**src/rtl/mmss_bcd_counter.sv**
```systemverilog
// mmss_bcd_counter: BCD minutes:seconds time base for the stopwatch.
// Counts at run_tick in RUN, holds in PAUSED, steps the selected field at
// adj_tick in ADJUST. Optional lap freeze of the output digits is built when
// the LAP_FREEZE_EN macro is defined.
module mmss_bcd_counter #(
  parameter int unsigned MIN_MAX = 59,
  parameter int unsigned SEC_MAX = 59
) (
  input  logic       clk,
  input  logic       rst,
  input  logic       run_tick,
  input  logic       adj_tick,
  input  logic       pause,
  input  logic       adj,
  input  logic       sel,
  input  logic       lap,
  output logic [3:0] sec_ones,
  output logic [3:0] sec_tens,
  output logic [3:0] min_ones,
  output logic [3:0] min_tens,
  output logic       wrap,
  output logic [1:0] mode
);

  typedef enum logic [1:0] {
    ST_RUN    = 2'b00,
    ST_PAUSED = 2'b01,
    ST_ADJUST = 2'b10
  } state_t;

  localparam logic [3:0] MIN_T = 4'(MIN_MAX / 10);
  localparam logic [3:0] MIN_O = 4'(MIN_MAX % 10);
  localparam logic [3:0] SEC_T = 4'(SEC_MAX / 10);
  localparam logic [3:0] SEC_O = 4'(SEC_MAX % 10);

  state_t     state_q, state_d;
  logic [3:0] so_q, st_q, mo_q, mt_q;
  logic [3:0] so_d, st_d, mo_d, mt_d;
  logic       wrap_q, wrap_d;

  logic       sec_at_max, min_at_max, illegal;
  logic [7:0] sec_inc, min_inc;

  // Next mode: adjust beats pause beats run, re-evaluated every cycle.
  always_comb begin
    state_d = ST_RUN;
    if (adj)        state_d = ST_ADJUST;
    else if (pause) state_d = ST_PAUSED;
  end

  // Field increments, terminal-value detection and out-of-range detection.
  always_comb begin
    sec_at_max = (st_q == SEC_T) && (so_q == SEC_O);
    min_at_max = (mt_q == MIN_T) && (mo_q == MIN_O);
    sec_inc    = (so_q == 4'd9) ? {st_q + 4'd1, 4'd0} : {st_q, so_q + 4'd1};
    min_inc    = (mo_q == 4'd9) ? {mt_q + 4'd1, 4'd0} : {mt_q, mo_q + 4'd1};
    illegal    = (so_q > 4'd9) || (mo_q > 4'd9) || (mt_q > 4'd9) ||
                 (st_q > SEC_T) || ((st_q == SEC_T) && (so_q > SEC_O)) ||
                 (mt_q > MIN_T) || ((mt_q == MIN_T) && (mo_q > MIN_O));
  end

  // Live count next-state: only the tick matching the current mode acts.
  always_comb begin
    so_d   = so_q;
    st_d   = st_q;
    mo_d   = mo_q;
    mt_d   = mt_q;
    wrap_d = 1'b0;
    if (illegal) begin
      so_d = '0;
      st_d = '0;
      mo_d = '0;
      mt_d = '0;
    end else if ((state_q == ST_RUN) && run_tick) begin
      if (sec_at_max) begin
        so_d = '0;
        st_d = '0;
        if (min_at_max) begin
          mo_d   = '0;
          mt_d   = '0;
          wrap_d = 1'b1;
        end else begin
          {mt_d, mo_d} = min_inc;
        end
      end else begin
        {st_d, so_d} = sec_inc;
      end
    end else if ((state_q == ST_ADJUST) && adj_tick) begin
      if (sel) begin
        if (sec_at_max) begin
          so_d = '0;
          st_d = '0;
        end else begin
          {st_d, so_d} = sec_inc;
        end
      end else begin
        if (min_at_max) begin
          mo_d = '0;
          mt_d = '0;
        end else begin
          {mt_d, mo_d} = min_inc;
        end
      end
    end
  end

  // State, live count and wrap registers.
  always_ff @(posedge clk) begin
    if (rst) begin
      state_q <= ST_RUN;
      so_q    <= '0;
      st_q    <= '0;
      mo_q    <= '0;
      mt_q    <= '0;
      wrap_q  <= 1'b0;
    end else begin
      state_q <= state_d;
      so_q    <= so_d;
      st_q    <= st_d;
      mo_q    <= mo_d;
      mt_q    <= mt_d;
      wrap_q  <= wrap_d;
    end
  end

  assign wrap = wrap_q;
  assign mode = state_q;

`ifdef LAP_FREEZE_EN
  logic        frz_q;
  logic [15:0] snap_q;

  // Lap freeze toggle; the snapshot takes the count as it stood before any
  // same-cycle increment. Heading into ADJUST drops the freeze.
  always_ff @(posedge clk) begin
    if (rst) begin
      frz_q  <= 1'b0;
      snap_q <= '0;
    end else if (state_d == ST_ADJUST) begin
      frz_q  <= 1'b0;
    end else if (lap && (state_q != ST_ADJUST)) begin
      if (frz_q) begin
        frz_q  <= 1'b0;
      end else begin
        frz_q  <= 1'b1;
        snap_q <= {mt_q, mo_q, st_q, so_q};
      end
    end
  end

  assign {min_tens, min_ones, sec_tens, sec_ones} =
    frz_q ? snap_q : {mt_q, mo_q, st_q, so_q};
`else
  logic unused_lap;
  assign unused_lap = lap;
  assign {min_tens, min_ones, sec_tens, sec_ones} = {mt_q, mo_q, st_q, so_q};
`endif

endmodule
```
**config.mk**
```make
export PLATFORM = sky130hd
export DESIGN_NAME = mmss_bcd_counter
export DESIGN_NICKNAME = d
export VERILOG_FILES = /design/src/rtl/mmss_bcd_counter.sv
export SDC_FILE = /design/constraint.sdc
export NUM_CORES = 1
export LEC_CHECK = 0
export BUFFER_PORTS_ARGS = -buffer_cell sky130_fd_sc_hd__buf_2
export CORE_MARGIN = 2
export CORE_UTILIZATION = 51
export DETAILED_ROUTE_END_ITERATION = 10
export PLACE_DENSITY = 0.77
export SYNTH_ARGS = -nofsm -noshare
export SYNTH_HDL_FRONTEND = slang
export SYNTH_SLANG_ARGS = --single-unit
```
**constraint.sdc**
```tcl
create_clock -name clk -period 2.3 [get_ports clk]
set_clock_uncertainty 0.1 [all_clocks]
set_input_delay 0.115 -clock clk [delete_from_list [all_inputs] [get_ports clk]]
set_output_delay 0.115 -clock clk [all_outputs]
set_load 0.05 [all_outputs]
```
[Word level (Yosys, flattened, before mapping)]
Index checks and enable logic that the tools add are counted.
Word-level totals
  bits in registers: 19
  input port bits: 8
  output and inout port bits: 19
  word-level logic and storage cells: 68
Operators by class
  bitwise logic cells: 2
  multiplexer cells: 23
  equal/unequal tests: 7
  $lt $le $gt $ge: 5
  add/subtract/negate cells: 4
  reduce and logical (&&, ||, !) cells: 20
Operators by type and width (number)
  4-bit 2-to-1 mux: 18
  4-bit by 1-bit adder with 4-bit output (second input constant): 4
  8-bit 2-to-1 mux: 2
  4-bit > comparator (second input constant): 3
  4-bit by 3-bit == test with 1-bit output (second input constant): 2
  4-bit == test (second input constant): 2
  4-bit by 3-bit > comparator with 1-bit output (second input constant): 2
  1-bit logical AND: 6
  1-bit logical OR: 6
  2-bit nonzero test: 2
  2-bit OR reduction: 2
  4-bit OR reduction: 1
  3-bit AND reduction: 1
  2-bit == test (second input constant): 1
  2-bit zero test: 1
  1-bit 2-to-1 mux: 2
  2-bit 2-to-1 mux: 1
  2-bit by 1-bit inequality test with 1-bit output (second input constant): 1
  2-bit inequality test (second input constant): 1
  1-bit NOT: 2
  2-bit AND reduction: 1

[Logic depth before layout (Yosys ltp)]
Gate-level depths: netlist of the first run.
  depth after elaboration: 8
  mapped depth: 7
  mapped depth without buffers: 6

[Worst setup path before layout of the first run]
No wires, ideal clock.
  path kind: register to register
  from: register mt_q[1], in the netlist min_tens[1]
  to: register mo_q[0], in the netlist min_ones[0]
  data arrival time: 2.036 ns
  clock period less this slack: 2.253 ns
  data required time: 2.082 ns
  setup time: 0.118 ns
  cell stages (with the launch flop): 8
  path slack: 0.047 ns
  buffers on the path: 1
  cell sequence: dfxtp_1 -> inv_1 -> ha_1 -> or3b_2 -> o311a_1 -> nand2_1 -> buf_2 -> nor2_1
Between the ends
  longest elaborated chain between the ends: 7
  elaborated cells on any way between the ends: 16
  those cells by class: 2 x order compare; 1 x eq/ne; 5 x mux; 8 x reduce/logical
RTL lines
  start, declared: RTL line 37  | logic [3:0] so_q, st_q, mo_q, mt_q;
  start signal, assigned: RTL line 121  | mt_q <= mt_d;
  4-bit > comparator: RTL line 57  | illegal = (so_q > 4'd9) || (mo_q > 4'd9) || (mt_q > 4'd9) ||
  1-bit logical OR (2 in a row): RTL line 57
  1-bit logical OR (2 in a row): RTL line 58  | (st_q > SEC_T) || ((st_q == SEC_T) && (so_q > SEC_O)) ||
  1-bit logical OR: RTL line 59  | (mt_q > MIN_T) || ((mt_q == MIN_T) && (mo_q > MIN_O));
  2-bit OR reduction (no source line)
  end signal, assigned: RTL line 120  | mo_q <= mo_d;
  end, declared: RTL line 37
Parallel ways exist; a longest one is shown, timed or not. The select of a mux whose other input is x is not followed.
A chain may end at the register's enable or synchronous reset.

[Final worst setup path of the first run]
  from: register st_q[1], in the netlist sec_tens[1]
  to: register mt_q[0], in the netlist min_tens[0]
Between the ends
  longest elaborated chain between the ends: 6
  elaborated cells on any way between the ends: 11
  those cells by class: 1 x order compare; 2 x eq/ne; 8 x reduce/logical
RTL lines
  start, declared: RTL line 37
  start signal, assigned: RTL line 119  | st_q <= st_d;
  4-bit by 3-bit > comparator with 1-bit output / 4-bit by 3-bit == test with 1-bit output (equally long branches): RTL line 58, 53
  1-bit logical OR / 1-bit logical AND (equally long branches): RTL line 57, 58
  1-bit logical OR (2 in a row): RTL line 58
  1-bit logical OR: RTL line 59
  2-bit OR reduction (no source line)
Parallel ways exist; a longest one is shown, timed or not.

==> out/qor.txt, run 1 <==
Outcome -> complete, no violations
Post-Place Cells -> 164
GRT Overall Usage -> 20.1%
Non-Filler Instances -> 171
Register Area -> 380 µm²
Crit path cell chain -> inv_1 > ha_1 > and3b_1 > a31oi_4 > or4b_1 > a21oi_1
Final Slew Violations -> 0
Worst skew pair latency -> 0.30 ns
Slowest cell on crit path -> or4b_1
Share of flip-flops with an asynchronous set or reset -> 0%
Hold Violations, Final -> 0
Post-layout util -> 64.4%
Min-Delay Endpoint -> wrap
Setup violators final -> 0
FILL cells -> 170
Worst Hold Slack -> 0.141 ns
Die width -> 49.1 µm
CP required -> 2.44 ns
#FFs+latches synth -> 19
Largest net degree at the start of global routing -> 15
Pre-antenna DRT Iters -> 4
HPWL Detailed -> 1640 µm
LEAKAGE -> 0.497 nW
Maximum capacitance violations -> 0
Total power -> 590 µW
CP max stage delay -> 0.54 ns
Reg clk slew, reported paths -> 0.11 ns
WL per Instance -> 12.7 µm
Critical R2R Launch -> sec_tens[1]
Tmin final -> 2.01 ns
GR Overflow Total -> 0
Sequential share of the synthesized area -> 36.7%
Worst R2R Setup Slack -> 0.29 ns
Power Density -> 472 nW/µm²
Unrepaired setup endpoints after global routing -> no
Worst Setup Start Kind -> register
Placed instance area -> 1190 µm²
DIE AREA -> 2410 µm²
Slew Limit Headroom -> 68.7%
CTS HTree Levels -> 1
Top Ports -> 27
Cell taking the most area after synthesis -> dfxtp_1
Number of distinct library cells after synthesis -> 39
CP Data Arrival Time -> 2.15 ns
Critical Path End Type -> register
Footprint of the multi-input gates -> 607 µm²
Max Buffers Root-to-Sink -> 2
N_diodes -> 0
Hold WC Path Type -> primary input to register
EDFF count, synth -> 0
Fin Setup TNS -> 0 ns
Synthesis-to-layout area growth -> 20.6%
Top cells by count, synth -> dfxtp_1, a21oi_1, inv_1, o21ai_0
Final net count -> 159
Busiest grt layer -> met2
Grt met3 use -> 3.68%
Syn Inst Count -> 112
DR iter-0 viols -> 11
Worst-margin pin slew -> 0.462 ns
CP top delay family -> simple AND/OR/NAND/NOR gates
Synth Flop Type -> dfxtp_1
Via/cell ratio -> 5.41
TritonCTS buffer count -> 3
Yosys warning count -> 0
Final worst slack -> 0.286 ns
Share of layout cells above drive strength 1 -> 25.7%
M1 GR Usage -> 23.3%
Post_cts resized -> 0
Initial antenna violation count -> 0
Die span in y -> 49.1 µm
Core area -> 1940 µm²
First-pass GRT wire length -> 3820 µm
Peak supply drop -> 252 µV
Period Utilization, post-route -> 87.6%
Vias in the first global route -> 906
Min-delay src -> run_tick
Most frequent cell after synthesis -> dfxtp_1
Synth top area share -> 36.7%
Drt total wl -> 2180 µm
CP Buf/Inv Count -> 1
Synthesized Nets -> 126
TritonCTS clock tree -> done
Final ANT Viol Nets -> 0
Final Cell Area -> 1250 µm²
Peak Freq -> 0.496 GHz
R2r endpoint -> min_tens[0]
Routed vias -> 925
Std cell rows -> 16
Sink Count -> 19
Drt drc -> 0
Setup Crit Path Kind -> register to register
GR Layer Usage met2 -> 36.7%
GPL Wtd Cong -> 0.819
Clk root buf -> clkbuf_4
Post-Synthesis Cell Area -> 1040 µm²
Pre-CTS setup slack -> 0.317 ns
Starting Density -> 53.4%
Syn_area_per_cell -> 9.26 µm²
Critical path fanouts, max -> 14
Reg2Reg Depth -> 6
Post CTS Setup Buffer Count -> 0
Port-buffer cells -> 25
Synth area leaders -> dfxtp_1, ha_1, a21oi_1
Hold Path Depth -> 4
-- registers in the layout (all words and copies together) (netlist names) --
signal    cells
min_ones      4
sec_ones      4
wrap          1
sec_tens      4
mode          2
min_tens      4
-- power by group --
part	internal [mW]	leakage, nW	switching (mW)
combinational	0.0269	0.329	0.0453
clock	0.0676	0.0150	0.105
sequential	0.335	0.154	0.00972
-- cells by family (layout without fill, tap and decap cells) --
family	after synthesis	count (layout)	share of synthesized area [%]
DFF	19	19	36.7
xor gates and xnor gates	4	4	3.38
buffers and inverters	11	43	4.82
AOI/OAI and AO/OA	30	30	20.1
and+or+nand+nor	42	42	27.7
adders and majority gates	6	6	7.24
-- worst max path at each step --
stage / startpoint / to / slack (ns) / cells past startpoint
global placement: min_tens[1] / min_tens[3] / 0.35 / 7
global route: sec_tens[1] / min_ones[3] / 0.14 / 6
CTS: sec_tens[1] / min_tens[0] / 0.29 / 6
detailed placement: min_tens[1] / min_tens[3] / 0.32 / 7
finish: sec_tens[1] / min_tens[0] / 0.29 / 6
floorplan: min_tens[1] / min_ones[0] / 0.05 / 7
-- placed cells by master (no fill, tap or decap), drive strengths merged, types with 3 or more instances in the layout --
cell type,n
a21oi,10
buf,27
clkbuf,4
dfxtp,19
dlygate4sd3,3
ha,6
inv,9
nand2,6
nor2,6
nor2b,5
nor3b,3
nor4,3
o21ai,7
or4,3
-- per-layer routing --
| metal | vias up | share of wire (%) |
|---|---|---|
| met5 | - | 0 |
| met2 | 14 | 49 |
| li1 | 481 | - |
| met1 | 426 | 47 |
| met3 | 4 | 3.3 |
| met4 | 0 | 1.1 |
-- timing repair --
item,CTS,global route
endpoints found under the hold margin,2,0
hold buffers,3,0
setup endpoints to repair,0,0
-- area by class of cell --
type / count / area share [%]
sequential: 19 / 30.4
multi-input combinational: 82 / 48.5
timing repair buffer: 30 / 13.6
clock buffer: 4 / 2.10
inverter: 9 / 2.70
tap: 27 / 2.70
-- worst register-to-register path, cell delays in order, from the launching register on --
cell,delay [ns]
dfxtp_1,0.35
inv_1,0.10
ha_1,0.20
and3b_1,0.31
a31oi_4,0.21
or4b_1,0.54
a21oi_1,0.15
No activity file was read; power rests on OpenSTA's default activity.
==> run 2: changes to the inputs <==
Settings changed: ABC_AREA set to 1.
==> run 2 against run 1 <==
Compared with the run above: wire length is 6.5% higher; utilization is 0.15 points higher; worst setup slack better by 0.30 ns; sequential power is 1% lower; critical path type unchanged; largest cell class unchanged; largest power group unchanged.
==> out/qor.txt, run 2 <==
Cell taking the most area after synthesis -> dfxtp_1 (unchanged)
Vias in the first global route -> 980 (was 906)
GRT Overall Usage -> 20.4% (was 20.1%)
Reg2Reg Depth -> 9 (was 6)
First-pass GRT wire length -> 3970 µm (was 3820 µm)
Synth top area share -> 35.3% (was 36.7%)
Peak Freq -> 0.582 GHz (was 0.496 GHz)
Commonest non-fill, non-tap cell in the layout -> nand2_1 (was buf_2)
Setup crit end -> min_tens[3] (was min_tens[0])
Pre-CTS setup slack -> 0.606 ns (was 0.317 ns)
Sink Count -> 19 (unchanged)
N_diodes -> 0 (unchanged)
Post_cts resized -> 0 (unchanged)
Via/cell ratio -> 5.06 (was 5.41)
Synth Flop Type -> dfxtp_1 (unchanged)
TritonCTS buffer count -> 3 (unchanged)
Max Buffers Root-to-Sink -> 2 (unchanged)
GR Overflow Total -> 0 (unchanged)
LEAKAGE -> 0.618 nW (was 0.497 nW)
Setup Crit Path Kind -> register to register (unchanged)
Peak supply drop -> 405 µV (was 252 µV)
Die span in y -> 49.9 µm (was 49.1 µm)
Outcome -> complete, no violations (unchanged)
Final ANT Viol Nets -> 0 (unchanged)
Power Density -> 451 nW/µm² (was 472 nW/µm²)
Hold Violations, Final -> 0 (unchanged)
Clk root buf -> clkbuf_4 (unchanged)
Worst skew pair latency -> 0.30 ns (about the same)
Slowest cell on crit path -> dfxtp_1 (was or4b_1)
Critical Path End Type -> register (unchanged)
Crit path cell chain -> inv_1 > ha_1 > nand2_2 > nor2_4 > nand3_2 > nand2_2 > nand2_1 > o21ai_1 > nor2_2 (was inv_1 > ha_1 > and3b_1 > a31oi_4 > or4b_1 > a21oi_1)
Starting Density -> 54.3% (was 53.4%)
Routed vias -> 1,043 (was 925)
Post-layout util -> 64.6% (was 64.4%)
Syn Inst Count -> 148 (was 112)
Top Ports -> 27 (unchanged)
Period Utilization, post-route -> 74.7% (was 87.6%)
R2r endpoint -> min_tens[3] (was min_tens[0])
Fin Setup TNS -> 0 ns (unchanged)
Post-Synth XOR/XNOR Area -> 3.26% (was 3.38%)
Critical path fanouts, max -> 12 (was 14)
GPL Wtd Cong -> 0.844 (was 0.819)
DIE AREA -> 2490 µm² (was 2410 µm²)
Synthesized Nets -> 162 (was 126)
DR iter-0 viols -> 27 (was 11)
Share of flip-flops with an asynchronous set or reset -> 0% (unchanged)
Initial antenna violation count -> 0 (unchanged)
EDFF count, synth -> 0 (unchanged)
Share of layout cells above drive strength 1 -> 22.3% (was 25.7%)
Port-buffer cells -> 25 (unchanged)
Synth Area in Compound Gates -> 7.44% (was 20.1%)
CP Data Arrival Time -> 1.82 ns (was 2.15 ns)
Worst Setup Start Kind -> register (unchanged)
Post-synthesis mux area share -> 0% (unchanged)
WL per Instance -> 11.3 µm (was 12.7 µm)
Final worst slack -> 0.582 ns (was 0.286 ns)
Slew Limit Headroom -> 76.8% (was 68.7%)
Drt drc -> 0 (unchanged)
Post CTS Setup Buffer Count -> 0 (unchanged)
CTS HTree Levels -> 1 (unchanged)
Number of distinct library cells after synthesis -> 25 (was 39)
Maximum capacitance violations -> 0 (unchanged)
Sequential share of the synthesized area -> 35.3% (was 36.7%)
Final Slew Violations -> 0 (unchanged)
#FFs+latches synth -> 19 (unchanged)
Syn_area_per_cell -> 7.27 µm² (was 9.26 µm²)
CP max stage delay -> 0.36 ns (was 0.54 ns)
Synth Area in Simple Gates -> 37.6% (was 27.7%)
Unrepaired setup endpoints after global routing -> no (unchanged)
Final net count -> 194 (was 159)
Worst-margin pin slew -> 0.344 ns (was 0.462 ns)
Top cells by count, synth -> nand2_1, inv_1, nor2_1, dfxtp_1, nand3_1 (was dfxtp_1, a21oi_1, inv_1, o21ai_0)
Setup violators final -> 0 (unchanged)
Worst R2R Setup Slack -> 0.58 ns (was 0.29 ns)
Cell mode on critical path -> nand2_2
Most frequent cell after synthesis -> nand2_1 (was dfxtp_1)
Hold WC Path Type -> primary input to register (unchanged)
Reg clk slew, reported paths -> 0.11 ns (about the same)
Std cell rows -> 16 (unchanged)
Synth area leaders -> dfxtp_1, nand2_1, inv_1 (was dfxtp_1, ha_1, a21oi_1)
Synthesis-to-layout area growth -> 19.0% (was 20.6%)
Tmin final -> 1.72 ns (was 2.01 ns)
Post-synthesis adder-cell area fraction -> 6.98% (was 7.24%)
Post-Synthesis Cell Area -> 1080 µm² (was 1040 µm²)
Pre-antenna DRT Iters -> 4 (unchanged)
FILL cells -> 188 (was 170)
CP Launch Point -> sec_tens[1] (unchanged)
Drt total wl -> 2320 µm (was 2180 µm)
Yosys warning count -> 0 (unchanged)
Largest family of logic cells by synthesized area -> simple AND/OR/NAND/NOR gates (unchanged)
Die width -> 49.9 µm (was 49.1 µm)
CP required -> 2.40 ns (was 2.44 ns)
Critical R2R Launch -> sec_tens[1] (unchanged)
Most frequent cells in the layout -> nand2_1, buf_2, inv_1 (was buf_2, dfxtp_1, inv_1, a21oi_1, o21ai_0)
Largest net degree at the start of global routing -> 13 (was 15)
HPWL Detailed -> 1810 µm (was 1640 µm)
Core area -> 1980 µm² (was 1940 µm²)
# hold bufs at CTS -> 3 (unchanged)
TritonCTS clock tree -> done (unchanged)
run 2: through the flow:
step / cells / hold WS (ns) / instance area [µm²] / power (mW)
final: 206 / 0.108 / 1280 / 0.577
after global routing: 206 / 0.125 / 1280 / 0.605
after CTS: 206 / 0.0972 / 1280 / 0.582
after detailed placement: 199 / 0.223 / 1220 / 0.409
after global placement: 199 / 0.214 / 1220 / 0.406
after floorplan: 148 / 0.0865 / 1080 / 0.391
run 2: cell families after synthesis:
logic type / after synthesis
compound gates: 14
xor+xnor: 4
simple gates: 80
buf+inv: 25
fa+ha+maj: 6
flops: 19
run 2: worst max-delay path: cells and delay by family (launching register included):
kind,cells,cell delay (ns)
AND/OR/NAND/NOR,6,0.70
flip-flops,1,0.36
AO/OA/AOI/OAI,1,0.19
adder cells (fa/ha/maj),1,0.17
buffers and inverters,1,0.09
run 2: worst min path at each step:
stage / end / slack [ns] / cells past startpoint / start
finish: wrap / 0.11 / 5 / run_tick
global route: wrap / 0.13 / 5 / run_tick
CTS: wrap / 0.1 / 5 / run_tick
detailed placement: mode[0] / 0.22 / 2 / rst
global placement: mode[0] / 0.21 / 2 / rst
floorplan: mode[0] / 0.09 / 1 / rst
run 2: report_power, final:
group	internal, mW	switching, mW
Combinational	0.0194	0.0466
Clock	0.0676	0.104
Sequential	0.334	0.00563
run 2: final cells by class:
type / instances / area [µm²] / share of cell area (%)
Timing Repair Buffer: 28 / 155 / 12.1
Tap cell: 27 / 33.8 / 2.64
Multi-Input combinational cell: 104 / 594 / 46.4
Inverter: 24 / 90.1 / 7.04
Clock buffer: 4 / 26.3 / 2.05
Sequential cell: 19 / 380 / 29.7
run 2: metal layers:
layer  vias to the layer above  part of all wire, %  track usage (%)
met5                         -                    0                0
met2                        31                   48             33.1
met1                       469                   44             25.7
li1                        534                    -                -
met3                         9                  4.4             3.03
met4                         0                  3.1             11.1
==> run 3: changes to the inputs <==
Settings changed: ABC_AREA 1 to 0.
Clock period 2.3 ns to 1.65 ns, I/O delays scaled along.
==> run 3 against run 2 <==
Compared with the run above: the run now ends with negative setup slack left; cell count is 4.9% lower; die area is 3.3% lower; first-iteration DRC count is 67% higher; non-clock buffer count is 27 higher; via count is 8.0% higher; sequential share of layout area is 5.2 points lower; clock power is 47% higher; flip-flop and latch count stayed put; power is 51% higher; largest power group unchanged; highest routed layer unchanged.
==> out/qor.txt, run 3 (synthesis gave the netlist of run 1 again) <==
Fin Setup TNS -> -0.335 ns (was 0 ns)
Port-buffer cells -> 25 (unchanged)
Core area -> 1940 µm² (was 1980 µm²)
Failing checks -> negative setup slack
First-pass GRT wire length -> 4420 µm (was 3970 µm)
FILL cells -> 96 (was 188)
Clk root buf -> clkbuf_4 (unchanged)
Min-delay src -> run_tick (unchanged)
Clock share of power -> 28.9% (was 29.7%)
Period Utilization, post-route -> 104% (was 74.7%)
CTS HTree Levels -> 1 (unchanged)
Worst R2R Setup Slack -> -0.07 ns (was 0.58 ns)
Initial antenna violation count -> 0 (unchanged)
Unrepaired setup endpoints after global routing -> yes (was no)
Total power -> 873 µW (was 577 µW)
Peak Freq -> 0.580 GHz (was 0.582 GHz)
Critical Path End Type -> register (unchanged)
R2r endpoint -> min_tens[0] (was min_tens[3])
HPWL Detailed -> 1840 µm (was 1810 µm)
Top Ports -> 27 (unchanged)
Worst skew pair latency -> 0.32 ns (was 0.30 ns)
WL per Instance -> 16.4 µm (was 11.3 µm)
Busiest grt layer -> met2 (unchanged)
Via/cell ratio -> 5.74 (was 5.06)
GR Overflow Total -> 0 (unchanged)
Final Slew Violations -> 0 (unchanged)
Outcome -> finished, violations left (was complete, no violations)
Share of layout cells above drive strength 1 -> 58.0% (was 22.3%)
Reg2Reg Depth -> 6 (was 9)
DR iter-0 viols -> 45 (was 27)
Sink Count -> 19 (unchanged)
Slowest cell on crit path -> or4b_1 (was dfxtp_1)
Setup violators final -> 7 (was 0)
Hold Violations, Final -> 0 (unchanged)
Critical path fanouts, max -> 8 (was 12)
Vias in the first global route -> 985 (was 980)
Power Density -> 522 nW/µm² (was 451 nW/µm²)
Worst Hold Slack -> 0.162 ns (was 0.108 ns)
Post-layout util -> 86.1% (was 64.6%)
DIE AREA -> 2410 µm² (was 2490 µm²)
Comb power frac -> 17.2% (was 11.4%)
Grt met3 use -> 3.99% (was 3.03%)
GR Layer Usage met2 -> 41.9% (was 33.1%)
CP required -> 1.79 ns (was 2.40 ns)
Std cell rows -> 16 (unchanged)
Sequential power share -> 53.9% (was 58.9%)
Hold WC Path Type -> primary input to register (unchanged)
Largest net degree at the start of global routing -> 11 (was 13)
Critical R2R Launch -> sec_tens[1] (unchanged)
Final Cell Area -> 1670 µm² (was 1280 µm²)
LEAKAGE -> 0.691 nW (was 0.618 nW)
Tmin final -> 1.72 ns (about the same)
Peak supply drop -> 540 µV (was 405 µV)
CP top delay family -> simple AND/OR/NAND/NOR gates (unchanged)
TritonCTS clock tree -> done (unchanged)
Worst Setup Start Kind -> register (unchanged)
Final worst slack -> -0.0729 ns (was 0.582 ns)
Final ANT Viol Nets -> 0 (unchanged)
M1 GR Usage -> 28.1% (was 25.7%)
Internal power -> 623 µW (was 421 µW)
Synthesis-to-layout area growth -> 61.3% (was 19.0%)
Drt total wl -> 3220 µm (was 2320 µm)
CP Data Arrival Time -> 1.87 ns (was 1.82 ns)
Die span in y -> 49.1 µm (was 49.9 µm)
Worst-margin pin slew -> 0.375 ns (was 0.344 ns)
Slew Limit Headroom -> 74.9% (was 76.8%)
Most frequent cells in the layout -> buf_2, buf_4, dfxtp_2 (was nand2_1, buf_2, inv_1)
GPL Wtd Cong -> 0.887 (was 0.844)
Max Buffers Root-to-Sink -> 2 (unchanged)
Pre-antenna DRT Iters -> 4 (unchanged)
Setup Crit Path Kind -> register to register (unchanged)
GRT Overall Usage -> 24.1% (was 20.4%)
Crit path cell chain -> inv_4 > ha_4 > and3b_2 > a31oi_4 > or4b_1 > a21oi_2 (was inv_1 > ha_1 > nand2_2 > nor2_4 > nand3_2 > nand2_2 > nand2_1 > o21ai_1 > nor2_2)
Placed instance area -> 1470 µm² (was 1220 µm²)
Reg clk slew, reported paths -> 0.12 ns (was 0.11 ns)
Commonest non-fill, non-tap cell in the layout -> buf_2 (was nand2_1)
N_diodes -> 0 (unchanged)
Starting Density -> 53.4% (was 54.3%)
Final net count -> 184 (was 194)
Net Sw Frac -> 28.6% (was 27.0%)
Min-Delay Endpoint -> wrap (unchanged)
CP Buf/Inv Count -> 1 (unchanged)
Hold Path Depth -> 4 (was 5)
Die width -> 49.1 µm (was 49.9 µm)
CP max stage delay -> 0.52 ns (was 0.36 ns)
Drt drc -> 0 (unchanged)
Maximum capacitance violations -> 0 (unchanged)
Routed vias -> 1,126 (was 1,043)
TritonCTS buffer count -> 3 (unchanged)
P_sw -> 250 µW (was 156 µW)
-- run 3: cell count changes in the layout (fill, tap and decap cells not counted), moves of 14 or more --
| cell | delta |
|---|---|
| buf_4 | +21 |
| dfxtp_1 | -14 |
| inv_1 | -17 |
| nand2_1 | -24 |
| nor2_1 | -14 |
-- run 3: worst register-to-register path, stage by stage, from the launching register on --
cell,delay (ns)
dfxtp_4,0.37
inv_4,0.06
ha_4,0.12
and3b_2,0.21
a31oi_4,0.14
or4b_1,0.52
a21oi_2,0.12
-- run 3: worst max path at each step --
| stage | from | end | slack [ns] | depth (start not counted) |
|---|---|---|---|---|
| floorplan | sec_tens[0] | min_ones[2] | -0.10 | 6 |
| global placement | sec_tens[1] | min_ones[1] | -0.006 | 6 |
| detailed placement | sec_tens[1] | min_ones[1] | -0.03 | 6 |
| CTS | sec_tens[1] | min_tens[2] | -0.03 | 6 |
| global route | min_ones[2] | min_tens[0] | -0.14 | 5 |
| finish | sec_tens[1] | min_tens[0] | -0.07 | 6 |
-- run 3: power by group through the flow --
stage	combinational [mW]	clock, mW	sequential (mW)
floorplan	0.0438	0	0.515
global placement	0.123	0	0.479
detailed placement	0.124	0	0.480
CTS	0.132	0.257	0.470
global route	0.159	0.272	0.472
finish	0.150	0.252	0.470
-- run 3: final cells by class --
cell class	count	area [µm²]	share of cell area (%)
Inverter	9	38.8	2.32
Tap cell	27	33.8	2.02
Sequential cell	19	410	24.5
Multi-Input combinational cell	82	752	45.0
Timing Repair Buffer	55	412	24.6
Clock buffer	4	26.3	1.57
-- run 3: metal layers --
layer,routed length [µm],vias up
li1,-,535
met1,1340,541
met2,1660,41
met3,138,9
met4,89,0
met5,0,-
-- run 3: timing repair --
| item | CTS | global route |
|---|---|---|
| gates cloned | 0 | 1 |
| endpoints found under the setup margin | 5 | 15 |
| setup buffers | 2 | 0 |
| hold buffers | 3 | 0 |
| pin swaps | 5 | 3 |
| gates resized for setup | 7 | 14 |
| endpoints found under the hold margin | 2 | 0 |
-- run 3: stage by stage --
stage | cells | setup slack [ns]
final | 196 | -0.0729
after global routing | 196 | -0.139
after CTS | 195 | -0.0325
after detailed placement | 186 | -0.0270
after global placement | 186 | -0.00615
after floorplan | 112 | -0.103
